`config.mk`:
```
export PLATFORM = sky130hd
export DESIGN_NAME = qif_neuron_array
export DESIGN_NICKNAME = d
export VERILOG_FILES = /design/src/rtl/qif_neuron_array.sv
export SDC_FILE = /design/constraint.sdc
export NUM_CORES = 1
export LEC_CHECK = 0
export BUFFER_PORTS_ARGS = -buffer_cell sky130_fd_sc_hd__buf_2
export CORE_MARGIN = 2
export CORE_UTILIZATION = 50
export DETAILED_ROUTE_END_ITERATION = 10
export GPL_ROUTABILITY_DRIVEN = 1
export MAX_ROUTING_LAYER = met4
export PLACE_DENSITY_LB_ADDON = 0.3
export SLEW_MARGIN = 25
export SYNTH_ARGS = -nofsm -noshare
export SYNTH_HDL_FRONTEND = slang
export SYNTH_SLANG_ARGS = --single-unit
```
`constraint.sdc`:
```
create_clock -name clk -period 19.82 [get_ports clk]
set_input_delay 1.982 -clock clk [delete_from_list [all_inputs] [get_ports clk]]
set_output_delay 1.982 -clock clk [all_outputs]
set_load 0.05 [all_outputs]
```
`src/rtl/qif_neuron_array.sv`:
```
// Time-multiplexed quadratic / leaky integrate-and-fire neuron array.
// One shared update datapath sweeps the channels round-robin; each channel keeps its own V, bias and refractory count.

module qif_ch #(
  parameter int W       = 8,
  parameter int RW      = 2,
  parameter int V_RESET = 16
) (
  input  logic          clk,
  input  logic          rst,
  input  logic          upd,
  input  logic [W-1:0]  v_nxt,
  input  logic [RW-1:0] r_nxt,
  input  logic          b_we,
  input  logic [W-1:0]  b_data,
  output logic [W-1:0]  v,
  output logic [RW-1:0] r,
  output logic [W-1:0]  b
);
  always_ff @(posedge clk or posedge rst) begin
    if (rst) begin
      v <= W'(V_RESET);
      r <= '0;
      b <= '0;
    end else begin
      if (upd) begin
        v <= v_nxt;
        r <= r_nxt;
      end
      // a same-cycle write lands after the update has already read b
      if (b_we) b <= b_data;
    end
  end
endmodule

module qif_update #(
  parameter int W       = 8,
  parameter int RW      = 2,
  parameter int SHIFT   = 4,
  parameter int V_PEAK  = 200,
  parameter int V_RESET = 16,
  parameter int REFRAC  = 2
) (
  input  logic [W-1:0]  v,
  input  logic [W-1:0]  b,
  input  logic [RW-1:0] r,
  input  logic          mode,
  output logic [W-1:0]  v_nxt,
  output logic [RW-1:0] r_nxt,
  output logic          fire
);
  localparam logic [2*W:0] PEAK = (2*W+1)'(V_PEAK);

  logic [2*W-1:0] vv;
  logic [2*W:0]   s_q, s;
  logic [W:0]     s_l;

  // QIF sum is sized 2W+1 so the quadratic term can never wrap
  assign vv  = {{W{1'b0}}, v} * {{W{1'b0}}, v};
  assign s_q = {1'b0, vv >> SHIFT} + {{(W+1){1'b0}}, v} + {{(W+1){1'b0}}, b};
  assign s_l = {1'b0, v} - {1'b0, v >> SHIFT} + {1'b0, b};
  assign s   = mode ? {{W{1'b0}}, s_l} : s_q;

  always_comb begin
    fire  = 1'b0;
    v_nxt = s[W-1:0];
    r_nxt = r;
    if (r != '0) begin
      v_nxt = W'(V_RESET);
      r_nxt = r - RW'(1);
    end else if (s >= PEAK) begin
      fire  = 1'b1;
      v_nxt = W'(V_RESET);
      r_nxt = RW'(REFRAC);
    end
  end
endmodule

module qif_neuron_array #(
  parameter int N_CH    = 4,
  parameter int W       = 8,
  parameter int SHIFT   = 4,
  parameter int V_PEAK  = 200,
  parameter int V_RESET = 16,
  parameter int REFRAC  = 2,
  localparam int CW     = $clog2(N_CH)
) (
  input  logic            clk,
  input  logic            rst,
  input  logic            en,
  input  logic            mode,
  input  logic            b_wr,
  input  logic [CW-1:0]   b_ch,
  input  logic [W-1:0]    b_data,
  output logic [W-1:0]    v_out,
  output logic [CW-1:0]   v_ch,
  output logic            v_valid,
  output logic            spike,
  output logic [N_CH-1:0] spike_vec,
  output logic            sweep_done
);
  localparam int RW = (REFRAC > 0) ? $clog2(REFRAC + 1) : 1;

  logic [N_CH-1:0][W-1:0]  v_arr, b_arr;
  logic [N_CH-1:0][RW-1:0] r_arr;
  logic [CW-1:0]           idx;
  logic [W-1:0]            v_nxt;
  logic [RW-1:0]           r_nxt;
  logic                    fire;

  genvar i;
  generate
    for (i = 0; i < N_CH; i++) begin : g_ch
      qif_ch #(.W(W), .RW(RW), .V_RESET(V_RESET)) u_ch (
        .clk    (clk),
        .rst    (rst),
        .upd    (en && (idx == CW'(i))),
        .v_nxt  (v_nxt),
        .r_nxt  (r_nxt),
        .b_we   (b_wr && (b_ch == CW'(i))),
        .b_data (b_data),
        .v      (v_arr[i]),
        .r      (r_arr[i]),
        .b      (b_arr[i])
      );
    end
  endgenerate

  qif_update #(
    .W(W), .RW(RW), .SHIFT(SHIFT), .V_PEAK(V_PEAK), .V_RESET(V_RESET), .REFRAC(REFRAC)
  ) u_upd (
    .v     (v_arr[idx]),
    .b     (b_arr[idx]),
    .r     (r_arr[idx]),
    .mode  (mode),
    .v_nxt (v_nxt),
    .r_nxt (r_nxt),
    .fire  (fire)
  );

  // N_CH is a power of two, so the index wraps by plain overflow
  always_ff @(posedge clk or posedge rst) begin
    if (rst) begin
      idx        <= '0;
      v_out      <= '0;
      v_ch       <= '0;
      v_valid    <= 1'b0;
      spike      <= 1'b0;
      spike_vec  <= '0;
      sweep_done <= 1'b0;
    end else begin
      v_valid    <= en;
      spike      <= en && fire;
      sweep_done <= en && (idx == CW'(N_CH - 1));
      if (en) begin
        idx            <= idx + CW'(1);
        v_out          <= v_nxt;
        v_ch           <= idx;
        spike_vec[idx] <= fire;
      end
    end
  end
endmodule
```
==> flow_summary.ini, run 1 <==
[detailed_routing]
viasPerCell = 5.737
drtIter0Drc = 315
dr.pass1.iters = 4
detail-route-antenna-nets = 0
post-route-drc-count = 0
num_vias = 5146
postRouteWirelength_um = 16160
wl_per_cell_um = 18.02

[sta]
skew_ns = 0.003170
drv_slew = 0
setup_viol = 0
max_freq_mhz = 111.3
grt_setup_unrepaired = false
worst_slew_pin_slew_ns = 1.050
hold_viol = 0
max_slew_margin_pct = 29.86
fin_crit_sh_pct = 45.34
finalCriticalPeriod_ns = 8.986
finalSetupTns_ns = 0

[critical_path]
endpoint_kind = flop
worst_r2r_path_depth = 28
r2r_start = idx[1]
ff2ff_setup_slack_ns = 10.83
start_kind = flop
path_max_fanout = 22
crit_path_max_incr_delay_ns = 1.03
cp.required_ns = 20.09
criticalPathCategory = reg -> reg
arrival_ns = 9.26
timing.rr.end = g_ch[0].u_ch.v[3]
cpMaxStageDelayCell = dfrtp_1

[logic_synthesis]
ys_seq_area_share_pct = 32.39
yosys_register_bits = 91
postSynth.asyncResetShare_pct = 100.0
syn-mean-instance-area_sq_um = 10.30
syn_area_sq_mm = 0.007047
yosysWarnings = 0
synth_edf_count = 0
ys.flop_type = dfrtp_1
syn-instance-count = 684
syn-num-nets = 791
post_synth_num_cell_types = 63

[global_route]
grt_util_met3_pct = 2.649
antenna_found_initial = 0
overflow = 0
grt_max_degree = 92
grt_pass1_vias = 5415
grt_pass1_wl_um = 27190
grt_use_total_pct = 23.98
grt.met2_usage_pct = 40.37
grt-busiest-layer = met2
gr-usage-met1_pct = 30.61

[hold_path]
hold_class = reg -> reg
hold_depth = 2
min_to = g_ch[3].u_ch.v[4]
holdCritStartpoint = g_ch[3].u_ch.v[4]

[die]
start_util_pct = 50.96
core_area_sq_mm = 0.01383
dieArea_sq_mm = 0.01506
fp.dieH_um = 122.7
die_w_um = 122.7
boundaryPins = 32
num_rows = 43

[clock_tree]
clkLatencyLatePin_ns = 0.33
tritoncts.num_buffers = 9
postCtsHoldBufs = 0
postCtsSetupBuffers = 0
clock_sinks = 91
cts_tree = done
h-tree-depth = 3
clock-root-buffer = clkbuf_16
path_clk_slew_ns = 0.06
cts_max_path_buffers = 2
postCtsResizedCells = 0

[final_layout]
fin_nets = 819
layout_common_cells = dfrtp_1, inv_1, ha_1
drive_above_1_share_pct = 20.64
layout.cells.non_filler = 897
n_fill_cell = 1180
diodes = 0
area_delta_synth_final_pct = 9.712
final_common_cell = dfrtp_1

[placed_design]
placedCellCount = 881
gp_congestion = 0.9456
port_buffers = 31
hpwlAfterDp_um = 12250

[run_status]
status = finished clean

[run]
cap_violations = 0
==> state kept, by name (all words and copies together) (netlist names) <==
register,count
v_valid,1
spike,1
sweep_done,1
g_ch.u_ch.v,32
v_ch,2
idx,2
g_ch.u_ch.r,8
v_out,8
spike_vec,4
g_ch.u_ch.b,32
==> stage by stage <==
stage / util [%] / worst slack [ns] / hold WS [ns] / instance area [sq um]
after floorplan: - / 11.77 / 0.4406 / 7047
after global placement: 53.41 / 11.15 / 0.4532 / 7385
after detailed placement: 53.43 / 10.92 / 0.4608 / 7388
after CTS: 55.91 / 10.88 / 0.4694 / 7731
after global routing: 55.91 / 10.22 / 0.5008 / 7731
final: 55.91 / 10.83 / 0.4682 / 7731
==> worst max path at each step <==
stage | start | to | slack [ns]
2_1_floorplan | idx[0] | g_ch[3].u_ch.v[7] | 11.77
3_3_place_gp | idx[1] | v_out[1] | 11.15
3_5_place_dp | idx[1] | g_ch[0].u_ch.v[1] | 10.92
4_1_cts | idx[1] | g_ch[0].u_ch.v[3] | 10.88
5_1_grt | idx[1] | g_ch[1].u_ch.v[3] | 10.22
6_report | idx[1] | g_ch[0].u_ch.v[3] | 10.83
==> synthesized netlist by cell type, drive strengths merged (4+ instances only) <==
library cell  count  share of area [%]
a21o              7               0.75
a21oi            21                1.5
a31o             15                1.9
a31oi             5               0.44
and2             15                1.3
buf               4               0.25
clkbuf           13               0.69
dfrtp            87                 31
dfstp             4                1.5
fa               31                8.8
ha               61                 11
inv              78                4.2
mux2             42                6.7
mux4             18                5.8
nand2            60                3.2
nand2b            4               0.36
nand3             5               0.36
nor2             44                2.3
nor2b             8               0.71
nor3              8               0.57
nor4              7                1.0
o211ai            5               0.53
o21a             14                1.5
o21ai            48                3.7
xnor2            17                2.1
xor2             11                1.5
==> routing by layer <==
layer	share of wire [%]	vias up
met1	45	2569
met3	2.7	27
met5	0	-
met4	2.2	0
met2	50	103
li1	-	2447
==> final cells by class <==
class	count	area, sq um	share of cell area, %
multi-input cells	495	4394	56.84
flip-flops and latches	91	2282	29.52
inverters	81	305.3	3.949
clock buffers	11	242.7	3.140
well taps	180	225.2	2.913
repair buffers	34	181.4	2.347
clock inverters	5	100.1	1.295
==> critical path, delay by kind of cell (launching register included) <==
kind | cells | cell delay [ns]
adder cells (fa/ha/maj) | 6 | 2.58
AND/OR/NAND/NOR | 7 | 1.92
AO/OA/AOI/OAI | 6 | 1.78
flip-flops | 1 | 1.03
multiplexers | 2 | 0.63
XOR/XNOR | 4 | 0.58
buffers and inverters | 3 | 0.36
==> cells by family after synthesis <==
family / count (synthesis) / synth area share [%]
AOI/OAI and AO/OA: 145 / 14.54
adders and majority gates: 92 / 19.64
xor gates and xnor gates: 28 / 3.587
muxes: 63 / 12.89
and+or+nand+nor: 167 / 11.70
buffers and inverters: 98 / 5.256
DFF: 91 / 32.39
Power of run 1 is not shown: default switching activity piles up to over one toggle a cycle in this logic, so the estimate is an artifact.
==> inputs of run 2 (changes only) <==
--- a/config.mk
+++ b/config.mk
@@ -5,6 +5,7 @@
 export SDC_FILE = /design/constraint.sdc
 export NUM_CORES = 1
 export LEC_CHECK = 0
+export ABC_AREA = 1
 export BUFFER_PORTS_ARGS = -buffer_cell sky130_fd_sc_hd__buf_2
 export CORE_MARGIN = 2
 export CORE_UTILIZATION = 50
==> constraint.sdc (replaced) <==
create_clock -name clk -period 8.35 [get_ports clk]
set_input_delay 0.835 -clock clk [delete_from_list [all_inputs] [get_ports clk]]
set_output_delay 0.835 -clock clk [all_outputs]
set_load 0.05 [all_outputs]
==> run 2 against run 1 <==
Cell count rose by 25%. Sequential share of layout area shrank 0.37 points. Global-route usage shrank 0.17 points. Critical path depth up 8. Core utilization rose by 0.28 points. Clock skew grew 0.0052 ns. Highest routed layer unchanged. Area after synthesis rose by 1.4%. Critical endpoint is now g_ch[3].u_ch.r[1]. Synthesized cell count is 33% higher. Maximum frequency increased by 17%. Cell area is 1.3% higher. Worst hold slack worse by 0.016 ns.
==> flow_summary.ini, run 2 <==
[logic_synthesis]
yosysMostFrequentCell = nand2_1
synth_edf_count = 0
yosysTopAreaCell = dfrtp_1
ys.flop_type = dfrtp_1
syn_area_sq_mm = 0.007146
syn-mean-instance-area_sq_um = 7.878
syn-num-nets = 1014
syn-instance-count = 907
yosys_register_bits = 91
post_synth_num_cell_types = 43
ys_seq_area_share_pct = 31.94
yosysWarnings = 0
synth_area_leaders = dfrtp_1, nand2_1, ha_1
yosys.area.top_type_share_pct = 30.47
yosys-top-cells-count = nand2_1, inv_1, dfrtp_1, ha_1, o21ai_0
postSynth.asyncResetShare_pct = 100.0

[final_layout]
fin_nets = 1043
layout_common_cells = nand2_1, inv_1, dfrtp_1
diodes = 0
layout.cells.non_filler = 1121
drive_above_1_share_pct = 10.63
reg_top3 = g_ch.u_ch.b x32, g_ch.u_ch.v x32
final_common_cell = nand2_1
area_delta_synth_final_pct = 9.578

[die]
core_area_sq_mm = 0.01393
num_rows = 43
fp.dieH_um = 123.5
dieArea_sq_mm = 0.01526
boundaryPins = 32
die_w_um = 123.5
start_util_pct = 51.28

[detailed_routing]
dr.pass1.iters = 5
viasPerCell = 5.260
num_vias = 5896
post-route-drc-count = 0
postRouteWirelength_um = 16260
detail-route-antenna-nets = 0
wl_per_cell_um = 14.51
drtIter0Drc = 412

[hold_path]
hold_class = in -> async

[global_route]
grt_pass1_vias = 5651
overflow = 0
antenna_found_initial = 0
grt_pass1_wl_um = 27660
grt_max_degree = 70
grt_use_total_pct = 23.81

[clock_tree]
cts_tree = done
clkLatencyLatePin_ns = 0.35
tritoncts.num_buffers = 9
path_clk_slew_ns = 0.07
clock-root-buffer = clkbuf_16
cts_max_path_buffers = 2
h-tree-depth = 3
postCtsHoldBufs = 0
clock_sinks = 91

[sta]
setup_viol = 0
skew_ns = 0.008335
worst_slew_pin_slew_ns = 0.8521
max_freq_mhz = 129.8
finalSetupTns_ns = 0
drv_slew = 0
max_slew_margin_pct = 43.19
finalCriticalPeriod_ns = 7.704
hold_viol = 0
grt_setup_unrepaired = false
fin_crit_sh_pct = 92.26

[critical_path]
worst_r2r_path_depth = 36
r2r_start = idx[1]
cp_common_cell = nand2_1
start_kind = flop
endpoint_kind = flop
ff2ff_setup_slack_ns = 0.65
arrival_ns = 7.94
criticalPathCategory = reg -> reg
timing.rr.end = g_ch[3].u_ch.r[1]
cp.required_ns = 8.58
crit_path_max_incr_delay_ns = 0.54
path_max_fanout = 19
cpMaxStageDelayCell = fa_1

[placed_design]
gp_congestion = 0.9132
hpwlAfterDp_um = 12130
port_buffers = 31
placedCellCount = 1105

[run_status]
status = finished clean

[run]
cap_violations = 0
[run 2: changes by cell type after synthesis, moves of 18 or more]
cell | previous run | this run
nand3_1 | 5 | 39
o21ai_1 | 2 | 34
a21oi_1 | 21 | 42
inv_1 | 78 | 126
nand2_1 | 60 | 255
mux2_2 | 42 | 0
mux4_2 | 18 | 0
[run 2: cell type report]
class | instances | area (sq um)
Clock buffer | 13 | 240.2
Clock inverter | 3 | 65.06
Fill cell | 1289 | 6105
Inverter | 134 | 511.7
Multi-Input combinational cell | 653 | 4230
Sequential cell | 91 | 2282
Tap cell | 180 | 225.2
Timing Repair Buffer | 47 | 275.3
[run 2: how the worst max path moves through the flow]
stage | startpoint | end | slack [ns] | depth (start not counted)
after floorplan | idx[0] | v_out[4] | 0.94 | 35
after global placement | idx[1] | g_ch[0].u_ch.r[1] | 0.77 | 37
after detailed placement | idx[1] | g_ch[2].u_ch.r[1] | 0.61 | 36
after CTS | idx[1] | g_ch[2].u_ch.r[1] | 0.55 | 36
after global routing | idx[1] | g_ch[2].u_ch.r[1] | 0.06 | 37
final | idx[1] | g_ch[3].u_ch.r[1] | 0.65 | 36
[run 2: cells by family after synthesis]
logic type | synth area share (%)
compound gates | 12.34
xor+xnor | 3.187
fa+ha+maj | 19.37
buf+inv | 8.860
flops | 31.94
simple gates | 24.30
[run 2: per-stage QoR]
stage	utilization, %	cell area (sq um)	worst slack [ns]	hold WS [ns]
final	56.19	7830	0.6461	0.4525
after global routing	56.19	7830	0.05609	0.4803
after CTS	56.17	7828	0.5542	0.4572
after detailed placement	53.98	7522	0.6129	0.4641
after global placement	53.98	7522	0.7734	0.4556
after floorplan	-	7146	0.9439	0.4478
[run 2: what timing repair did]
item,in CTS,in global routing
hold endpoints to repair,0,0
setup buffers,0,0
gates resized for setup,0,2
endpoints found under the setup margin,0,6
[run 2: critical path, delay by kind of cell, from the launching register on]
| kind | cells | cell delay (ns) |
|---|---|---|
| AO/OA/AOI/OAI | 7 | 1.53 |
| adder cells (fa/ha/maj) | 7 | 3.11 |
| buffers and inverters | 7 | 0.86 |
| XOR/XNOR | 3 | 0.44 |
| flip-flops | 1 | 0.51 |
| AND/OR/NAND/NOR | 12 | 1.12 |
[run 2: routing by layer]
metal / track usage (%) / share of wire, % / wire (um) / vias to the layer above
met5: - / 0 / 0 / -
met4: 5.398 / 1.3 / 214 / 0
met3: 3.782 / 3.3 / 531 / 20
met2: 37.26 / 47 / 7691 / 97
met1: 32.74 / 48 / 7828 / 2802
li1: - / - / - / 2977
Power of run 2 is left out for the same reason.
